<file path="config.mk">
export PLATFORM = sky130hd
export DESIGN_NAME = uart_tx_arbiter_flat
export DESIGN_NICKNAME = d
export VERILOG_FILES = /design/src/rtl/uart_pkg.sv /design/src/rtl/uart_tx_arbiter_if.sv /design/src/rtl/uart_rr_arbiter.sv /design/src/rtl/uart_tx_arbiter.sv /design/src/flat_wrapper.sv
export SDC_FILE = /design/constraint.sdc
export NUM_CORES = 1
export LEC_CHECK = 0
export ABC_CLOCK_PERIOD_IN_PS = 2450
export BUFFER_PORTS_ARGS = -buffer_cell sky130_fd_sc_hd__buf_2
export CORE_MARGIN = 5
export CORE_UTILIZATION = 45
export DETAILED_ROUTE_END_ITERATION = 10
export PLACE_DENSITY = 0.81
export SETUP_SLACK_MARGIN = 0.1
export SYNTH_ARGS = -nofsm -noshare
export SYNTH_HDL_FRONTEND = slang
export SYNTH_SLANG_ARGS = --single-unit
</file>
<file path="constraint.sdc">
create_clock -name aclk -period 2.45 [get_ports aclk]
set_input_delay 0.49 -clock aclk [delete_from_list [all_inputs] [get_ports aclk]]
set_output_delay 0.49 -clock aclk [all_outputs]
set_load 0.05 [all_outputs]
</file>
<file path="src/rtl/uart_pkg.sv">
// rtl/uart_pkg.sv - shared UART types, config field layout and arbiter state encoding
package uart_pkg;

  localparam int DATA_W = 9;
  localparam int CFG_W  = 27;

  // uart_tx config word layout
  localparam int CFG_PRESCALE_LSB  = 0;
  localparam int CFG_PRESCALE_W    = 16;
  localparam int CFG_PARITY_LSB    = 16;
  localparam int CFG_PARITY_W      = 3;
  localparam int CFG_BYTE_SIZE_LSB = 19;
  localparam int CFG_BYTE_SIZE_W   = 4;
  localparam int CFG_STOP_BITS_BIT = 23;
  localparam int CFG_TX_EN_BIT     = 25;

  typedef enum logic [2:0] {
    PARITY_NONE  = 3'd0,
    PARITY_EVEN  = 3'd1,
    PARITY_ODD   = 3'd2,
    PARITY_MARK  = 3'd3,
    PARITY_SPACE = 3'd4
  } parity_e;

  typedef enum logic [1:0] {
    ST_IDLE = 2'd0,
    ST_CFG  = 2'd1,
    ST_HDR  = 2'd2,
    ST_DATA = 2'd3
  } arb_state_e;

  function automatic logic [7:0] header_byte(input logic [7:0] base, input logic [2:0] ch);
    return base + {5'd0, ch};
  endfunction

endpackage

</file>
<file path="src/rtl/uart_tx_arbiter_if.sv">
// rtl/uart_tx_arbiter_if.sv - requester, config and uart_tx-facing stream bundle of the arbiter
interface uart_tx_arbiter_if #(
  parameter int NUM_CH = 4
);
  import uart_pkg::*;

  logic [DATA_W*NUM_CH-1:0] s_axis_tdata;
  logic [NUM_CH-1:0]        s_axis_tvalid;
  logic [NUM_CH-1:0]        s_axis_tlast;
  logic [NUM_CH-1:0]        s_axis_tready;
  logic [CFG_W-1:0]         s_axis_config_tdata;
  logic                     s_axis_config_tvalid;
  logic                     s_axis_config_tready;
  logic [DATA_W-1:0]        m_axis_tdata;
  logic                     m_axis_tvalid;
  logic                     m_axis_tready;
  logic [CFG_W-1:0]         m_axis_config_tdata;
  logic                     m_axis_config_tvalid;
  logic                     m_axis_config_tready;
  logic [2:0]               grant;
  logic                     grant_valid;
  logic                     trunc_err;

  modport slave (
    input  s_axis_tdata, s_axis_tvalid, s_axis_tlast,
    output s_axis_tready,
    input  s_axis_config_tdata, s_axis_config_tvalid,
    output s_axis_config_tready,
    output m_axis_tdata, m_axis_tvalid,
    input  m_axis_tready,
    output m_axis_config_tdata, m_axis_config_tvalid,
    input  m_axis_config_tready,
    output grant, grant_valid, trunc_err
  );

  modport master (
    output s_axis_tdata, s_axis_tvalid, s_axis_tlast,
    input  s_axis_tready,
    output s_axis_config_tdata, s_axis_config_tvalid,
    input  s_axis_config_tready,
    input  m_axis_tdata, m_axis_tvalid,
    output m_axis_tready,
    input  m_axis_config_tdata, m_axis_config_tvalid,
    output m_axis_config_tready,
    input  grant, grant_valid, trunc_err
  );

endinterface

</file>
<file path="src/rtl/uart_rr_arbiter.sv">
// rtl/uart_rr_arbiter.sv - combinational rotate-priority encoder: first request at or above ptr, with wrap
module uart_rr_arbiter #(
  parameter int NUM_CH = 4,
  parameter int IDX_W  = $clog2(NUM_CH)
) (
  input  logic [NUM_CH-1:0] req,
  input  logic [IDX_W-1:0]  ptr,
  output logic [IDX_W-1:0]  winner,
  output logic              any
);

  logic [IDX_W-1:0] idx;

  // Scan from the farthest offset down so the nearest request is written last and wins.
  always_comb begin
    winner = '0;
    any    = 1'b0;
    idx    = '0;
    for (int k = NUM_CH - 1; k >= 0; k--) begin
      idx = IDX_W'((int'(ptr) + k) % NUM_CH);
      if (req[idx]) begin
        winner = idx;
        any    = 1'b1;
      end
    end
  end

endmodule

</file>
<file path="src/rtl/uart_tx_arbiter.sv">
// rtl/uart_tx_arbiter.sv - packet-granular round-robin scheduler sharing one uart_tx among NUM_CH streams
module uart_tx_arbiter
  import uart_pkg::*;
#(
  parameter int         NUM_CH      = 4,
  parameter int         HEADER_EN   = 1,
  parameter logic [7:0] HEADER_BASE = 8'hF0,
  parameter int         MAX_PKT_LEN = 256
) (
  input logic              aclk,
  input logic              areset,
  uart_tx_arbiter_if.slave bus
);

  localparam int          IDX_W     = $clog2(NUM_CH);
  localparam logic [15:0] PKT_LIMIT = 16'(MAX_PKT_LEN);

  arb_state_e       state_q, state_d;
  logic [IDX_W-1:0] grant_q, grant_d;
  logic [IDX_W-1:0] rr_ptr_q, rr_ptr_d;
  logic [15:0]      beat_q, beat_d;
  logic             trunc_q, trunc_d;

  logic [IDX_W-1:0]  winner;
  logic              any_req;
  logic [DATA_W-1:0] ch_data [NUM_CH];
  logic              data_hs;

  for (genvar g = 0; g < NUM_CH; g++) begin : g_split
    assign ch_data[g] = bus.s_axis_tdata[DATA_W*g +: DATA_W];
  end

  uart_rr_arbiter #(.NUM_CH(NUM_CH), .IDX_W(IDX_W)) u_rr (
    .req    (bus.s_axis_tvalid),
    .ptr    (rr_ptr_q),
    .winner (winner),
    .any    (any_req)
  );

  always_ff @(posedge aclk) begin
    if (areset) begin
      state_q  <= ST_IDLE;
      grant_q  <= '0;
      rr_ptr_q <= '0;
      beat_q   <= '0;
      trunc_q  <= 1'b0;
    end else begin
      state_q  <= state_d;
      grant_q  <= grant_d;
      rr_ptr_q <= rr_ptr_d;
      beat_q   <= beat_d;
      trunc_q  <= trunc_d;
    end
  end

  always_comb begin
    state_d                  = state_q;
    grant_d                  = grant_q;
    rr_ptr_d                 = rr_ptr_q;
    beat_d                   = beat_q;
    trunc_d                  = trunc_q;
    data_hs                  = 1'b0;
    bus.s_axis_tready        = '0;
    bus.s_axis_config_tready = 1'b0;
    bus.m_axis_tdata         = '0;
    bus.m_axis_tvalid        = 1'b0;
    bus.m_axis_config_tdata  = '0;
    bus.m_axis_config_tvalid = 1'b0;
    unique case (state_q)
      ST_IDLE: begin
        if (bus.s_axis_config_tvalid) begin
          state_d = ST_CFG;
        end else if (any_req) begin
          grant_d = winner;
          beat_d  = '0;
          state_d = (HEADER_EN != 0) ? ST_HDR : ST_DATA;
        end
      end
      ST_CFG: begin
        bus.m_axis_config_tdata  = bus.s_axis_config_tdata;
        bus.m_axis_config_tvalid = 1'b1;
        bus.s_axis_config_tready = bus.m_axis_config_tready;
        if (bus.s_axis_config_tvalid && bus.m_axis_config_tready) state_d = ST_IDLE;
      end
      ST_HDR: begin
        bus.m_axis_tvalid = 1'b1;
        bus.m_axis_tdata  = {1'b0, header_byte(HEADER_BASE, 3'(grant_q))};
        if (bus.m_axis_tready) state_d = ST_DATA;
      end
      ST_DATA: begin
        bus.m_axis_tdata           = ch_data[grant_q];
        bus.m_axis_tvalid          = bus.s_axis_tvalid[grant_q];
        bus.s_axis_tready[grant_q] = bus.m_axis_tready;
        data_hs = bus.s_axis_tvalid[grant_q] && bus.m_axis_tready;
        if (data_hs) begin
          beat_d = beat_q + 16'd1;
          // Hitting the limit without tlast closes the packet; the rest re-arbitrates.
          if (bus.s_axis_tlast[grant_q] || beat_d == PKT_LIMIT) begin
            rr_ptr_d = (grant_q == IDX_W'(NUM_CH - 1)) ? '0 : grant_q + 1'b1;
            state_d  = ST_IDLE;
            if (!bus.s_axis_tlast[grant_q]) trunc_d = 1'b1;
          end
        end
      end
      default: state_d = ST_IDLE;
    endcase
  end

  assign bus.grant       = 3'(grant_q);
  assign bus.grant_valid = (state_q == ST_HDR) || (state_q == ST_DATA);
  assign bus.trunc_err   = trunc_q;

endmodule

</file>
<file path="src/flat_wrapper.sv">
// flat-port wrapper written by rule: the top's interface ports become plain ports
module uart_tx_arbiter_flat import uart_pkg::*;
#(
  parameter int         NUM_CH      = 4,
  parameter int         HEADER_EN   = 1,
  parameter logic [7:0] HEADER_BASE = 8'hF0,
  parameter int         MAX_PKT_LEN = 256
)
  (aclk, areset, bus_s_axis_tdata, bus_s_axis_tvalid, bus_s_axis_tlast, bus_s_axis_tready, bus_s_axis_config_tdata, bus_s_axis_config_tvalid, bus_s_axis_config_tready, bus_m_axis_tdata, bus_m_axis_tvalid, bus_m_axis_tready, bus_m_axis_config_tdata, bus_m_axis_config_tvalid, bus_m_axis_config_tready, bus_grant, bus_grant_valid, bus_trunc_err);
  uart_tx_arbiter_if #(.NUM_CH(NUM_CH)) bus_i ();
  input logic aclk;
  input logic areset;
  input wire logic [$bits(bus_i.s_axis_tdata)-1:0] bus_s_axis_tdata;
  input wire logic [$bits(bus_i.s_axis_tvalid)-1:0] bus_s_axis_tvalid;
  input wire logic [$bits(bus_i.s_axis_tlast)-1:0] bus_s_axis_tlast;
  output wire logic [$bits(bus_i.s_axis_tready)-1:0] bus_s_axis_tready;
  input wire logic [$bits(bus_i.s_axis_config_tdata)-1:0] bus_s_axis_config_tdata;
  input wire logic [$bits(bus_i.s_axis_config_tvalid)-1:0] bus_s_axis_config_tvalid;
  output wire logic [$bits(bus_i.s_axis_config_tready)-1:0] bus_s_axis_config_tready;
  output wire logic [$bits(bus_i.m_axis_tdata)-1:0] bus_m_axis_tdata;
  output wire logic [$bits(bus_i.m_axis_tvalid)-1:0] bus_m_axis_tvalid;
  input wire logic [$bits(bus_i.m_axis_tready)-1:0] bus_m_axis_tready;
  output wire logic [$bits(bus_i.m_axis_config_tdata)-1:0] bus_m_axis_config_tdata;
  output wire logic [$bits(bus_i.m_axis_config_tvalid)-1:0] bus_m_axis_config_tvalid;
  input wire logic [$bits(bus_i.m_axis_config_tready)-1:0] bus_m_axis_config_tready;
  output wire logic [$bits(bus_i.grant)-1:0] bus_grant;
  output wire logic [$bits(bus_i.grant_valid)-1:0] bus_grant_valid;
  output wire logic [$bits(bus_i.trunc_err)-1:0] bus_trunc_err;
  assign bus_i.s_axis_tdata = bus_s_axis_tdata;
  assign bus_i.s_axis_tvalid = bus_s_axis_tvalid;
  assign bus_i.s_axis_tlast = bus_s_axis_tlast;
  assign bus_s_axis_tready = bus_i.s_axis_tready;
  assign bus_i.s_axis_config_tdata = bus_s_axis_config_tdata;
  assign bus_i.s_axis_config_tvalid = bus_s_axis_config_tvalid;
  assign bus_s_axis_config_tready = bus_i.s_axis_config_tready;
  assign bus_m_axis_tdata = bus_i.m_axis_tdata;
  assign bus_m_axis_tvalid = bus_i.m_axis_tvalid;
  assign bus_i.m_axis_tready = bus_m_axis_tready;
  assign bus_m_axis_config_tdata = bus_i.m_axis_config_tdata;
  assign bus_m_axis_config_tvalid = bus_i.m_axis_config_tvalid;
  assign bus_i.m_axis_config_tready = bus_m_axis_config_tready;
  assign bus_grant = bus_i.grant;
  assign bus_grant_valid = bus_i.grant_valid;
  assign bus_trunc_err = bus_i.trunc_err;
  uart_tx_arbiter #(.NUM_CH(NUM_CH), .HEADER_EN(HEADER_EN), .HEADER_BASE(HEADER_BASE), .MAX_PKT_LEN(MAX_PKT_LEN)) u_core (.aclk(aclk), .areset(areset), .bus(bus_i));
endmodule
</file>
-- Word-level counts from Yosys, hierarchy flattened
Index checks and enable logic that the tools add are counted.
- bits of input ports: 76
- logic and storage cells: 89
- bits in registers: 23
- output and inout bits: 48
- bitwise logic cells: 4
- reductions and logical operators: 12
- magnitude comparators: 7
- equality and inequality tests: 12
- mux-type cells: 43
- add/sub/neg operators: 6
- operators with widths (operator ; number):
    two-way mux 16 bit ; 3
    one-hot mux 16 bit (2 select lines) ; 1
    two-way mux 27 bit ; 1
    two-way mux 2 bit ; 11
    binary-select mux 9 bit (select 2 bit) ; 1
    two-way mux 9 bit ; 2
    one-hot mux 9 bit (2 select lines) ; 1
    adder 16 x 1 -> 16 bit, second input constant ; 1
    equality test 16 x 9 -> 1 bit, second input constant ; 1
    < comparator 2 x 3 -> 1 bit, second input constant ; 5
    two-way mux 1 bit ; 13
    binary-select mux 1 bit (select 2 bit) ; 6
    != test 2 x 1 -> 1 bit, second input constant ; 4
    one-hot mux 2 bit (4 select lines) ; 1
    AND reduction 4 bit ; 2
    adder 5 x 3 -> 6 bit, first input constant ; 1
    equality test 2 bit, second input constant ; 3
    AND reduction 3 bit ; 2
    AND reduction 5 bit ; 1
    adder 2 x 1 -> 2 bit, second input constant ; 2
    adder 2 bit, second input constant ; 2
    AND 4 bit ; 1
    two-way mux 4 bit ; 1
    != test 2 bit, second input constant ; 2
    other kinds (12) ; 16

-- Depth between registers and ports, before layout
Gate-level depths: netlist of the first run.
- depth after elaboration: 10
- depth in mapped cells: 8
- mapped depth without buffers: 7

-- By module
From an unflattened synthesis of the first run, not the netlist that was laid out.
- cells, all modules: 270
- area total of the unflattened synthesis: 2122.0 µm²
- modules (own cells, without submodules) (module ; sequential area each (µm²) ; cells each ; area each (µm²) ; times used):
    uart_tx_arbiter ; 460.4 ; 257 ; 2044.5 ; 1
    uart_rr_arbiter ; 0.0 ; 13 ; 77.6 ; 1

-- Worst setup path before layout of the first run
No wires, ideal clock.
- path kind: register to output
- from: reg u_core.grant_q[0]
- to: out bus_m_axis_tdata[4]
- data arrival time: 2197 ps
- data required time: 1960 ps
- path slack: -237 ps
- stages on the path, launching flop included: 5
- path buffers: 2
- cells stage by stage: dfxtp_1 > buf_6 > clkbuf_1 > mux4_2 > o21a_1
- word-level cells in the longest chain between the ends: 5
- elaborated cells between the ends (all ways): 6
- classes of those cells: add/sub (1); mux (4); bitwise (1)
- RTL lines (what ; RTL line ; source):
    from (decl) ; uart_tx_arbiter.sv:19 ; logic [IDX_W-1:0] grant_q, grant_d;
    from (signal assigned) ; uart_tx_arbiter.sv:49 ; grant_q <= grant_d;
    parallel branches: the longest is 4 deep, another holds adder 5 x 3 -> 6 bit ; -- ;
    one-hot mux 9 bit (2 select lines) (*) ; uart_tx_arbiter.sv:69 ; unique case (state_q)
    to (decl) ; flat_wrapper.sv:20 ; output wire logic [$bits(bus_i.m_axis_tdata)-1:0] bus_m_axis_tdata;
Every way passes the cells marked *. The select of a mux whose other input is x is not followed.

-- Worst setup path after layout of the first run
- from: reg u_core.grant_q[0]
- to: out bus_m_axis_tdata[6]
Same word-level chain as after synthesis.

==> flow_summary.json, run 1 <==
{
  "maxSlewViolCount": 0,
  "cts_max_path_buffers": 2,
  "die_h_um": 80.0,
  "peakVddDrop_uv": 248,
  "netlist_instances": 278,
  "clock-sinks": 23,
  "antennaDiodeCount": 0,
  "drc": 0,
  "grt_pass1_vias": 2262,
  "place_inst": 451,
  "drive_above_1_share_pct": 42.5,
  "row_count": 25,
  "worstSetupStartpointType": "register",
  "gp_routability_congestion": 0.871,
  "start_util_pct": 46.4,
  "fin_ws_ps": 218,
  "p_per_area_nw_per_um2": 382,
  "hold_buffers": 0,
  "die_area_um2": 6400,
  "clock.fmax_mhz": 448,
  "drtIter0Drc": 117,
  "dp_hpwl_um": 5530,
  "cts_tree": "done",
  "rsz0062_at_grt": "no",
  "tns_ps": 0,
  "grt.overflow.total": 0,
  "outcome": "complete, no violations",
  "path_max_fanout": 9,
  "wl_per_cell_um": 15.4,
  "yosys_warnings": 0,
  "n_fill_cell": 429,
  "async_flop_share_pct": 0,
  "layout_min_cycle_time_ps": 2230,
  "nNetsFinal": 474,
  "syn_area_per_cell_um2": 7.93,
  "drt-pass1-iter-count": 4,
  "ys_seq_area_share_pct": 20.9,
  "die_w_um": 80.0,
  "synth_nets": 360,
  "fin_crit_sh_pct": 91.1,
  "antenna_found_initial": 0,
  "grt_pass1_wl_um": 10900,
  "synth_ff_type": "dfxtp_1",
  "ios": 124,
  "fin_skew_ps": 4.44,
  "cp.arrival_ps": 1740,
  "root_buffer": "clkbuf_8",
  "postRouteAntennaNets": 0,
  "htreeDepth": 1,
  "synth_area_um2": 2210,
  "synth_edf_count": 0,
  "setup_viol": 0,
  "core_area_um2": 4750,
  "pre_cts_ws_ps": 124,
  "grtUsageTotal_pct": 21.4,
  "ys_ff_latch": 23,
  "final_cell_mix": "buf_2, and2_1, nor2_1",
  "wirelength_um": 7050,
  "grt_max_degree": 30,
  "clkLatencyLatePin_ps": 270,
  "area_growth_pct": 33.6,
  "synth_cell_types": 50,
  "fin_cells": 458,
  "portBuffers": 122,
  "leakage_nw": 1.35,
  "mostFrequentLayoutCell": "buf_2",
  "viasPerCell": 5.47,
  "cp-end-kind": "output pin",
  "hold_viol_final": 0,
  "num_vias": 2506,
  "path_class": "register to output pin",
  "holdCritPathClass": "register to register",
  "numCtsBuffers": 3,
  "timing.max_cap.violations": 0,
  "required_ps": 1960,
  "path_clk_slew_ps": 80,
  "worst_hold_slack_ps": 459,
  "p_total_mw": 1.13
}
worst max-delay path: stages, from the launching register on:
cell	delay (ps)
dfxtp_4	420
buf_6	160
mux4_2	500
o21a_1	190
buf_2	210
cell usage after synthesis (7+ instances only):
library cell   n  area share (%)
and2_1        36              10
mux2i_1        8             3.6
mux4_2        10              10
nor3_1         7             1.6
o21a_1         7             2.4
and3_1        10             2.8
dfxtp_1       23              21
nand3_1        9             2.0
nor2_1        24             4.1
clkbuf_1      15             2.6
nand2_1       16             2.7
a21oi_1       19             4.3
inv_1          8             1.4
o21ai_0        7             1.6
kinds of logic (layout without fill, tap and decap cells):
group	count (synthesis)	after routing	synth area share [%]
compound gates	59	59	17.9
xor+xnor	7	7	2.78
fa+ha+maj	6	6	3.40
buf+inv	33	146	7.49
flops	23	23	20.9
mux	19	19	14.4
other cells	1	1	0.170
simple gates	130	130	33.0
registers in the layout (all words and copies together), names as in the netlist:
signal	count
u_core.state_q	2
u_core.grant_q	2
u_core.beat_q	16
u_core.rr_ptr_q	2
u_core.bus.trunc_err	1
per-stage QoR:
stage,area [um^2],utilization (%)
4_1_cts,2890,60.7
3_5_place_dp,2840,59.7
6_report,2950,62.0
3_3_place_gp,2840,59.7
2_1_floorplan,2210,-
5_1_grt,2950,62.0
cell type report:
class	instances	area [um^2]	share of cell area, %
Clock buffer	3	41.3	1.40
Clock inverter	1	5.00	0.170
Inverter	8	30.0	1.02
Multi-Input combinational cell	222	1620	54.8
Sequential cell	23	468	15.9
Tap cell	67	83.8	2.84
Timing Repair Buffer	134	704	23.9
final timing paths:
kind	from	endpoint	slack (ps)	cells past startpoint
worst min register to register	u_core.bus.trunc_err	u_core.bus.trunc_err	460	2
worst min-delay path	u_core.bus.trunc_err	u_core.bus.trunc_err	460	2
worst max register to register	u_core.beat_q[8]	u_core.bus.trunc_err	280	6
worst max-delay path	u_core.grant_q[0]	bus_m_axis_tdata[6]	220	4
power by group:
part	internal, mW	switching [mW]	total [mW]	leakage, nW
logic	0.167	0.332	0.499	1.14
registers	0.379	0.00943	0.388	0.188
clock network	0.114	0.125	0.239	0.0255
timing repair:
action / CTS / global route
endpoints found under the setup margin: 6 / 11
buffers inserted: 0 / 3
resized for setup: 1 / 9
pin swaps: 0 / 1
routing by layer:
layer	GRT usage [%]	vias up	wire, um
li1	-	1227	-
met1	27.0	1162	2910
met2	38.0	109	3540
met3	3.27	8	523
met4	4.73	0	78
met5	0	-	0
Power figures use the tool's default switching activity.
==> run 2, diff against run 1 <==
--- a/config.mk
+++ b/config.mk
@@ -10,7 +10,7 @@
 export CORE_MARGIN = 5
 export CORE_UTILIZATION = 45
 export DETAILED_ROUTE_END_ITERATION = 10
-export PLACE_DENSITY = 0.81
+export PLACE_DENSITY = 0.77
 export SETUP_SLACK_MARGIN = 0.1
 export SYNTH_ARGS = -nofsm -noshare
 export SYNTH_HDL_FRONTEND = slang
==> run 2 against run 1 <==
  * Sequential power grew 2%
  * Cell area down 1.4%
  * Total power shrank 0.66%
  * Largest power group unchanged
  * Critical path depth did not move
  * Largest cell class unchanged
  * Register-to-register slack lost 50 ps
==> flow_summary.json, run 2 (synthesis gave the netlist of run 1 again) <==
{
  "outcome": "complete, no violations",
  "clock.fmax_mhz": 438,
  "ios": 124,
  "area_growth_pct": 31.8,
  "leakage_nw": 1.33,
  "path_class": "register to output pin",
  "cts_tree": "done",
  "timing.max_cap.violations": 0,
  "busiest_layer": "met2",
  "grt.overflow.total": 0,
  "path_max_fanout": 9,
  "largest_register": "u_core.beat_q",
  "clkLatencyLatePin_ps": 270,
  "antenna_found_initial": 0,
  "fin_cells": 455,
  "cp-end-kind": "output pin",
  "seq_power_share_pct": 35.2,
  "cts_max_path_buffers": 2,
  "maxSlewViolCount": 0,
  "die_area_um2": 6400,
  "p_switching_mw": 0.466,
  "nNetsFinal": 471,
  "grt_max_degree": 30,
  "hold_buffers": 0,
  "worst_hold_slack_ps": 462,
  "die_h_um": 80.0,
  "gp_routability_congestion": 0.962,
  "drtIter0Drc": 180,
  "tns_ps": 0,
  "drc": 0,
  "comb_power_share_pct": 43.0,
  "wirelength_um": 6940,
  "root_buffer": "clkbuf_8",
  "layout_min_cycle_time_ps": 2280,
  "placed_cell_area_um2": 2820,
  "numCtsBuffers": 3,
  "rsz0062_at_grt": "no",
  "cp.arrival_ps": 1790,
  "clkPwrFrac_pct": 21.8,
  "fin_area_um2": 2910,
  "holdCritPathClass": "register to register",
  "dp_hpwl_um": 5470,
  "worstSetupStartpointType": "register",
  "setup_viol": 0,
  "grt_pass1_vias": 2309,
  "grt_use_met1_pct": 26.5,
  "required_ps": 1960,
  "fin_skew_ps": 2.10,
  "postRouteAntennaNets": 0,
  "clock-sinks": 23,
  "largest_register_ffs": 16,
  "sw_frac_of_total_pct": 41.6,
  "internal-power_mw": 0.653,
  "grt_pass1_wl_um": 11100,
  "mostFrequentLayoutCell": "buf_2",
  "viasPerCell": 5.46,
  "portBuffers": 122,
  "antennaDiodeCount": 0,
  "grtUsageTotal_pct": 21.5,
  "peakVddDrop_uv": 216,
  "drt-pass1-iter-count": 4,
  "wl_per_cell_um": 15.2,
  "grt_use_met3_pct": 2.71,
  "place_inst": 449,
  "core_area_um2": 4750,
  "die_w_um": 80.0,
  "finish.utilization_pct": 61.2,
  "drive_above_1_share_pct": 42.0,
  "start_util_pct": 46.4,
  "hold_viol_final": 0,
  "row_count": 25,
  "num_vias": 2484,
  "path_clk_slew_ps": 90,
  "p_per_area_nw_per_um2": 385,
  "final_cell_mix": "buf_2, and2_1, nor2_1",
  "htreeDepth": 1,
  "use_met2_pct": 39.7,
  "fin_crit_sh_pct": 93.2
}
[run 2: cell types whose count changed in the layout (fill, tap and decap cells not counted), sizes merged]
cell and change:
buf -3
[run 2: layer usage]
metal	vias up	wire length, um	share of wire (%)
li1	1225	-	-
met4	0	46	0.66
met3	6	503	7.3
met1	1161	2900	42
met2	92	3490	50
met5	-	0	0
[run 2: critical path, cell delays in order, from the launching register on]
cell,delay (ps)
dfxtp_4,410
buf_4,190
mux4_2,530
o21a_1,190
buf_2,210
[run 2: power groups by stage]
stage               combinational [mW]  sequential (mW)  clock [mW]
floorplan                        0.344            0.397           0
global placement                 0.472            0.403           0
detailed placement               0.477            0.404           0
CTS                              0.478            0.395       0.249
global route                     0.512            0.396       0.267
finish                           0.481            0.394       0.244
[run 2: what timing repair did]
action | 4_1_cts | 5_1_grt
setup buffers | 0 | 2
setup endpoints to repair | 15 | 10
resized for setup | 2 | 6
pin swaps | 0 | 2
[run 2: cell type report]
class                           instances  area, um^2
Timing Repair Buffer                  131         678
Clock buffer                            3        41.3
Sequential cell                        23         469
Fill cell                             459        1850
Multi-Input combinational cell        222        1600
Tap cell                               67        83.8
Inverter                                8        30.0
Clock inverter                          1        5.00
[run 2: final timing paths]
| check | from | endpoint | slack, ps | depth (start not counted) |
|---|---|---|---|---|
| setup reg to reg | u_core.beat_q[0] | u_core.bus.trunc_err | 230 | 7 |
| hold reg to reg | u_core.bus.trunc_err | u_core.bus.trunc_err | 460 | 2 |
| hold / removal | u_core.bus.trunc_err | u_core.bus.trunc_err | 460 | 2 |
| setup / recovery | u_core.grant_q[0] | bus_m_axis_tdata[7] | 170 | 4 |
[run 2: per-stage QoR]
| step | setup slack [ps] | total power, mW |
|---|---|---|
| final | 166 | 1.12 |
| after global routing | 98.9 | 1.17 |
| after CTS | 110 | 1.12 |
| after detailed placement | 170 | 0.881 |
| after global placement | 240 | 0.875 |
| after floorplan | 158 | 0.741 |
